File: config.mk
export PLATFORM = sky130hd
export DESIGN_NAME = mac_accum
export DESIGN_NICKNAME = d
export VERILOG_FILES = /design/src/rtl/mac_accum.sv
export SDC_FILE = /design/constraint.sdc
export NUM_CORES = 1
export LEC_CHECK = 0
export BUFFER_PORTS_ARGS = -buffer_cell sky130_fd_sc_hd__buf_2
export CAP_MARGIN = 15
export CORE_AREA = 5 5 56 107
export DETAILED_ROUTE_END_ITERATION = 8
export DIE_AREA = 0 0 61 112
export PLACE_DENSITY = 0.69
export SLEW_MARGIN = 20
export SYNTH_ARGS = -nofsm -noshare
export SYNTH_HDL_FRONTEND = slang
export SYNTH_SLANG_ARGS = --single-unit
File: constraint.sdc
create_clock -name clk -period 2.01 [get_ports clk]
set_clock_uncertainty 0.15 [all_clocks]
set_input_delay 0.402 -clock clk [delete_from_list [all_inputs] [get_ports clk]]
set_output_delay 0.402 -clock clk [all_outputs]
set_load 0.02 [all_outputs]
File: src/rtl/mac_accum.sv
// Packet accumulator behind the multiply-add datapath: sums valid/ready terms
// until in_last, then holds sum, term count and wrap flag until consumed.
module mac_accum #(
    parameter int WIDTH     = 4,
    parameter int ACC_WIDTH = 12,
    parameter int CNT_WIDTH = 8
) (
    input  logic                 clk,
    input  logic                 rst_n,
    input  logic                 in_valid,
    output logic                 in_ready,
    input  logic [WIDTH-1:0]     in_data,
    input  logic                 in_last,
    output logic                 out_valid,
    input  logic                 out_ready,
    output logic [ACC_WIDTH-1:0] out_sum,
    output logic [CNT_WIDTH-1:0] out_count,
    output logic                 out_ovf
);

    typedef enum logic [1:0] {
        IDLE = 2'd0,
        ACC  = 2'd1,
        HOLD = 2'd2
    } state_e;

    localparam int                 PAD     = ACC_WIDTH - WIDTH;
    localparam logic [CNT_WIDTH-1:0] CNT_ONE = CNT_WIDTH'(1);
    localparam logic [CNT_WIDTH-1:0] CNT_MAX = '1;

    state_e                 state_q, state_d;
    logic [ACC_WIDTH-1:0]   acc_q, acc_d;
    logic [CNT_WIDTH-1:0]   cnt_q, cnt_d;
    logic                   ovf_q, ovf_d;
    logic [ACC_WIDTH-1:0]   sum_q, sum_d;
    logic [CNT_WIDTH-1:0]   count_q, count_d;
    logic                   oovf_q, oovf_d;

    logic [ACC_WIDTH-1:0]   term_ext;
    logic [ACC_WIDTH:0]     acc_plus;
    logic [ACC_WIDTH-1:0]   upd_acc;
    logic [CNT_WIDTH-1:0]   upd_cnt;
    logic                   upd_ovf;
    logic                   in_xfer;

    // in_ready decodes registered state only, so out_ready never reaches it
    assign in_ready  = (state_q != HOLD);
    assign out_valid = (state_q == HOLD);
    assign out_sum   = sum_q;
    assign out_count = count_q;
    assign out_ovf   = oovf_q;

    assign in_xfer  = in_valid && in_ready;
    assign term_ext = {{PAD{1'b0}}, in_data};
    assign acc_plus = {1'b0, acc_q} + {1'b0, term_ext};

    always_comb begin
        upd_acc = term_ext;
        upd_cnt = CNT_ONE;
        upd_ovf = 1'b0;
        if (state_q == ACC) begin
            upd_acc = acc_plus[ACC_WIDTH-1:0];
            upd_ovf = ovf_q | acc_plus[ACC_WIDTH];
            upd_cnt = (cnt_q == CNT_MAX) ? cnt_q : cnt_q + CNT_ONE;
        end
    end

    always_comb begin
        state_d = state_q;
        acc_d   = acc_q;
        cnt_d   = cnt_q;
        ovf_d   = ovf_q;
        sum_d   = sum_q;
        count_d = count_q;
        oovf_d  = oovf_q;
        case (state_q)
            IDLE, ACC: begin
                if (in_xfer) begin
                    acc_d = upd_acc;
                    cnt_d = upd_cnt;
                    ovf_d = upd_ovf;
                    if (in_last) begin
                        state_d = HOLD;
                        sum_d   = upd_acc;
                        count_d = upd_cnt;
                        oovf_d  = upd_ovf;
                    end else begin
                        state_d = ACC;
                    end
                end
            end
            HOLD: begin
                if (out_ready) begin
                    state_d = IDLE;
                end
            end
            default: state_d = IDLE;
        endcase
    end

    always_ff @(posedge clk or negedge rst_n) begin
        if (!rst_n) begin
            state_q <= IDLE;
            acc_q   <= '0;
            cnt_q   <= '0;
            ovf_q   <= 1'b0;
            sum_q   <= '0;
            count_q <= '0;
            oovf_q  <= 1'b0;
        end else begin
            state_q <= state_d;
            acc_q   <= acc_d;
            cnt_q   <= cnt_d;
            ovf_q   <= ovf_d;
            sum_q   <= sum_d;
            count_q <= count_d;
            oovf_q  <= oovf_d;
        end
    end

endmodule

==> metrics <==
status complete, no violations; crit path time final between 1.5 and 2 ns; core footprint between 0.005 and 0.006 mm²; syn_nets approximately 290; Final setup violation count 0; CP Max Fanout 6; # DRC 0; max-slew violations 0; clk sinks 44; Vias ~2200; initial antenna violation count 0; Seq/Total Area, Yosys 45.01%; Clk pwr share between 20% and 30%; Worst EP arrival a little over 2 ns; Max Clk Rate between 500 and 600 MHz; routability cong. ~0.89; die span in x between 60 and 70 µm; P_sw 0.7972 mW; Post-Synthesis Cell Area 0.002446 mm²; Final ANT Viol Nets 0; wire per inst between 15 and 20 µm; number of global-route vias before repair 2178; net switching fraction of the power between 30 and 40%; internal power around 1.6 mW; Ys Warns 0; fin crit share a little over nine tenths; die area approximately 0.0068 mm²; ratio of cells with drive above 1 in the final layout between 20% and 30%; Sequential Power Share 44.0%; Worst VDD drop 0.0007567 V; # diodes 0; Gate power share between 20% and 30%; largest net degree at the start of global routing 27; CP Capture Type flip-flop; routed vias/inst a little under 6; Req. time, crit path 2.06 ns; WL final about 6300 µm; Worst Setup Start Kind flip-flop; pre-CTS setup slack -0.1702 ns; Top FF cell, synth dfrtp_1; I/O Buffers 31; pwr dens between 800 and 900 mW/mm²; number of flops mapped to enable cells by yosys 0; DP HPWL about 4700 µm; most frequent cells in the layout 44 x dfrtp_1, 34 x nand2_1, 31 x buf_2; H-tree Lvls 2; Final nets 331; initial core utilization 48.03%; Static Leak around 1.4 nW; first-pass GRT wire length 10230 µm; GRT Total Usage roughly a fifth; 1st-iter DRT viols 73; Max-cap violations 0; First-pass DRT Iterations 4; synthesis-to-finish area growth 19.39%; synthesized area per cell roughly 9 µm²; hold_ws between 0.1 and 0.15 ns; row count 37; TritonCTS clock tree yes; Final Hold Viols 0; Slew HR a little over 70%; Fin Setup TNS 0 ns; Die H approximately 110 µm; Async S/R FF share, synth between 90% and 100%; Power, Total between 2 and 2.5 mW; commonest non-fill, non-tap cell in the layout dfrtp_1; flops & latches, synth 44; total congestion overflow 0; worst hold path type in2reg; library cells used by synthesis 49; IO Pins 32; Mapped Cells 272; root buffer cell clkbuf_8; worst-skew pair later-pin latency about 0.30 ns; worst setup margin between 0.04 and 0.05 ns; total CTS buffers 5; Worst Max-Slew Pin Slew around 0.42 ns; crit path kind reg2reg; Max Buffers Root-to-Sink 2; CTS clock-pin slew for the worst setup and hold paths about 0.090 ns
[critical path, stage by stage (launching register included)]
cell,delay (ns)
dfrtp_1,0.36
ha_2,0.19
inv_2,0.04
fa_2,0.35
nor2b_4,0.18
o22a_1,0.18
buf_4,0.13
nor2_1,0.05
o31ai_1,0.25
[metal layers]
layer	up-vias	track usage (%)	share of wire, %
li1	1064	-	-
met3	18	3.364	2.5
met5	-	0	0
met1	1085	21.85	38
met2	38	35.31	56
met4	0	8.538	3.4
[final timing paths]
kind / slack [ns] / from / endpoint / cells past startpoint
worst min register to register: 0.32 / out_count[6]$_DFFE_PN0P_ / out_count[6]$_DFFE_PN0P_ / 2
min in group asynchronous: 0.37 / rst_n / out_sum[9]$_DFFE_PN0P_ / 2
worst min-delay path: 0.14 / out_ready / state_q[1]$_DFFE_PN0P_ / 2
max in group asynchronous: 0.85 / rst_n / acc_q[8]$_DFFE_PN0P_ / 3
worst max register to register: 0.04 / acc_q[0]$_DFFE_PN0P_ / out_sum[4]$_DFFE_PN0P_ / 8
worst max-delay path: 0.04 / acc_q[0]$_DFFE_PN0P_ / out_sum[4]$_DFFE_PN0P_ / 8
[registers in the layout, indices dropped and copies added, names as in the netlist]
register	count
acc_q	12
out_sum	12
cnt_q	8
out_count	8
state_q	2
out_ovf	1
ovf_q	1
[kinds of logic after synthesis]
kind of cell / synth area share (%)
AND/OR/NAND/NOR: 20.31
AO/OA/AOI/OAI: 21.89
flip-flops: 45.01
buffers and inverters: 5.115
multiplexers: 2.865
adder cells (fa/ha/maj): 3.376
XOR/XNOR: 1.432
[per-stage QoR]
step,util (%),std cells,instance area [µm²]
after floorplan,-,272,2461
after global placement,54.57,365,2779
after detailed placement,54.57,365,2779
after CTS,56.98,374,2902
after global routing,57.35,375,2920
final,57.35,375,2920
[cell type report]
| cell class | instances | area, µm² |
|---|---|---|
| fill | 506 | 2172 |
| multi-input combinational | 199 | 1251 |
| sequential | 44 | 1101 |
| timing repair buffer | 54 | 342.8 |
| clock buffer | 6 | 72.57 |
| tap | 58 | 72.57 |
| inverter | 12 | 45.04 |
| clock inverter | 2 | 35.03 |
[cell usage after synthesis (2+ instances only)]
cell,count,area [µm²]
a211o_1,3,26.28
a21oi_1,18,90.09
a22o_1,2,17.52
a22oi_1,3,22.52
a31o_2,3,26.28
a31oi_1,5,31.28
a41oi_1,2,17.52
and2_1,2,12.51
and3_1,6,37.54
buf_2,4,20.02
clkbuf_1,11,41.29
dfrtp_1,44,1101
ha_1,5,62.56
inv_1,12,45.04
mux2i_1,7,70.07
nand2_1,34,127.6
nand2b_1,3,18.77
nand3_1,5,25.02
nand4_1,4,25.02
nor2_1,21,78.83
nor2b_1,5,31.28
nor3_1,4,20.02
nor4_1,2,12.51
o211ai_1,4,30.03
o21a_1,3,22.52
o21ai_0,25,125.1
o22a_1,2,17.52
o31ai_1,9,67.56
or3_1,2,12.51
xnor2_1,3,26.28
[power groups by stage]
stage	combinational, mW	clock (mW)	sequential [mW]
6_report	0.680	0.686	1.07
3_3_place_gp	0.649	0	1.09
3_5_place_dp	0.659	0	1.09
4_1_cts	0.669	0.700	1.07
2_1_floorplan	0.382	0	1.11
5_1_grt	0.755	0.731	1.09
[what timing repair did]
action / in CTS / in global routing
endpoints found under the hold margin: 11 / 0
pin swaps: 0 / 2
buffers inserted: 0 / 1
hold buffers: 1 / 0
endpoints found under the setup margin: 4 / 9
resized for setup: 1 / 6
(Power assumes the default switching activity.)
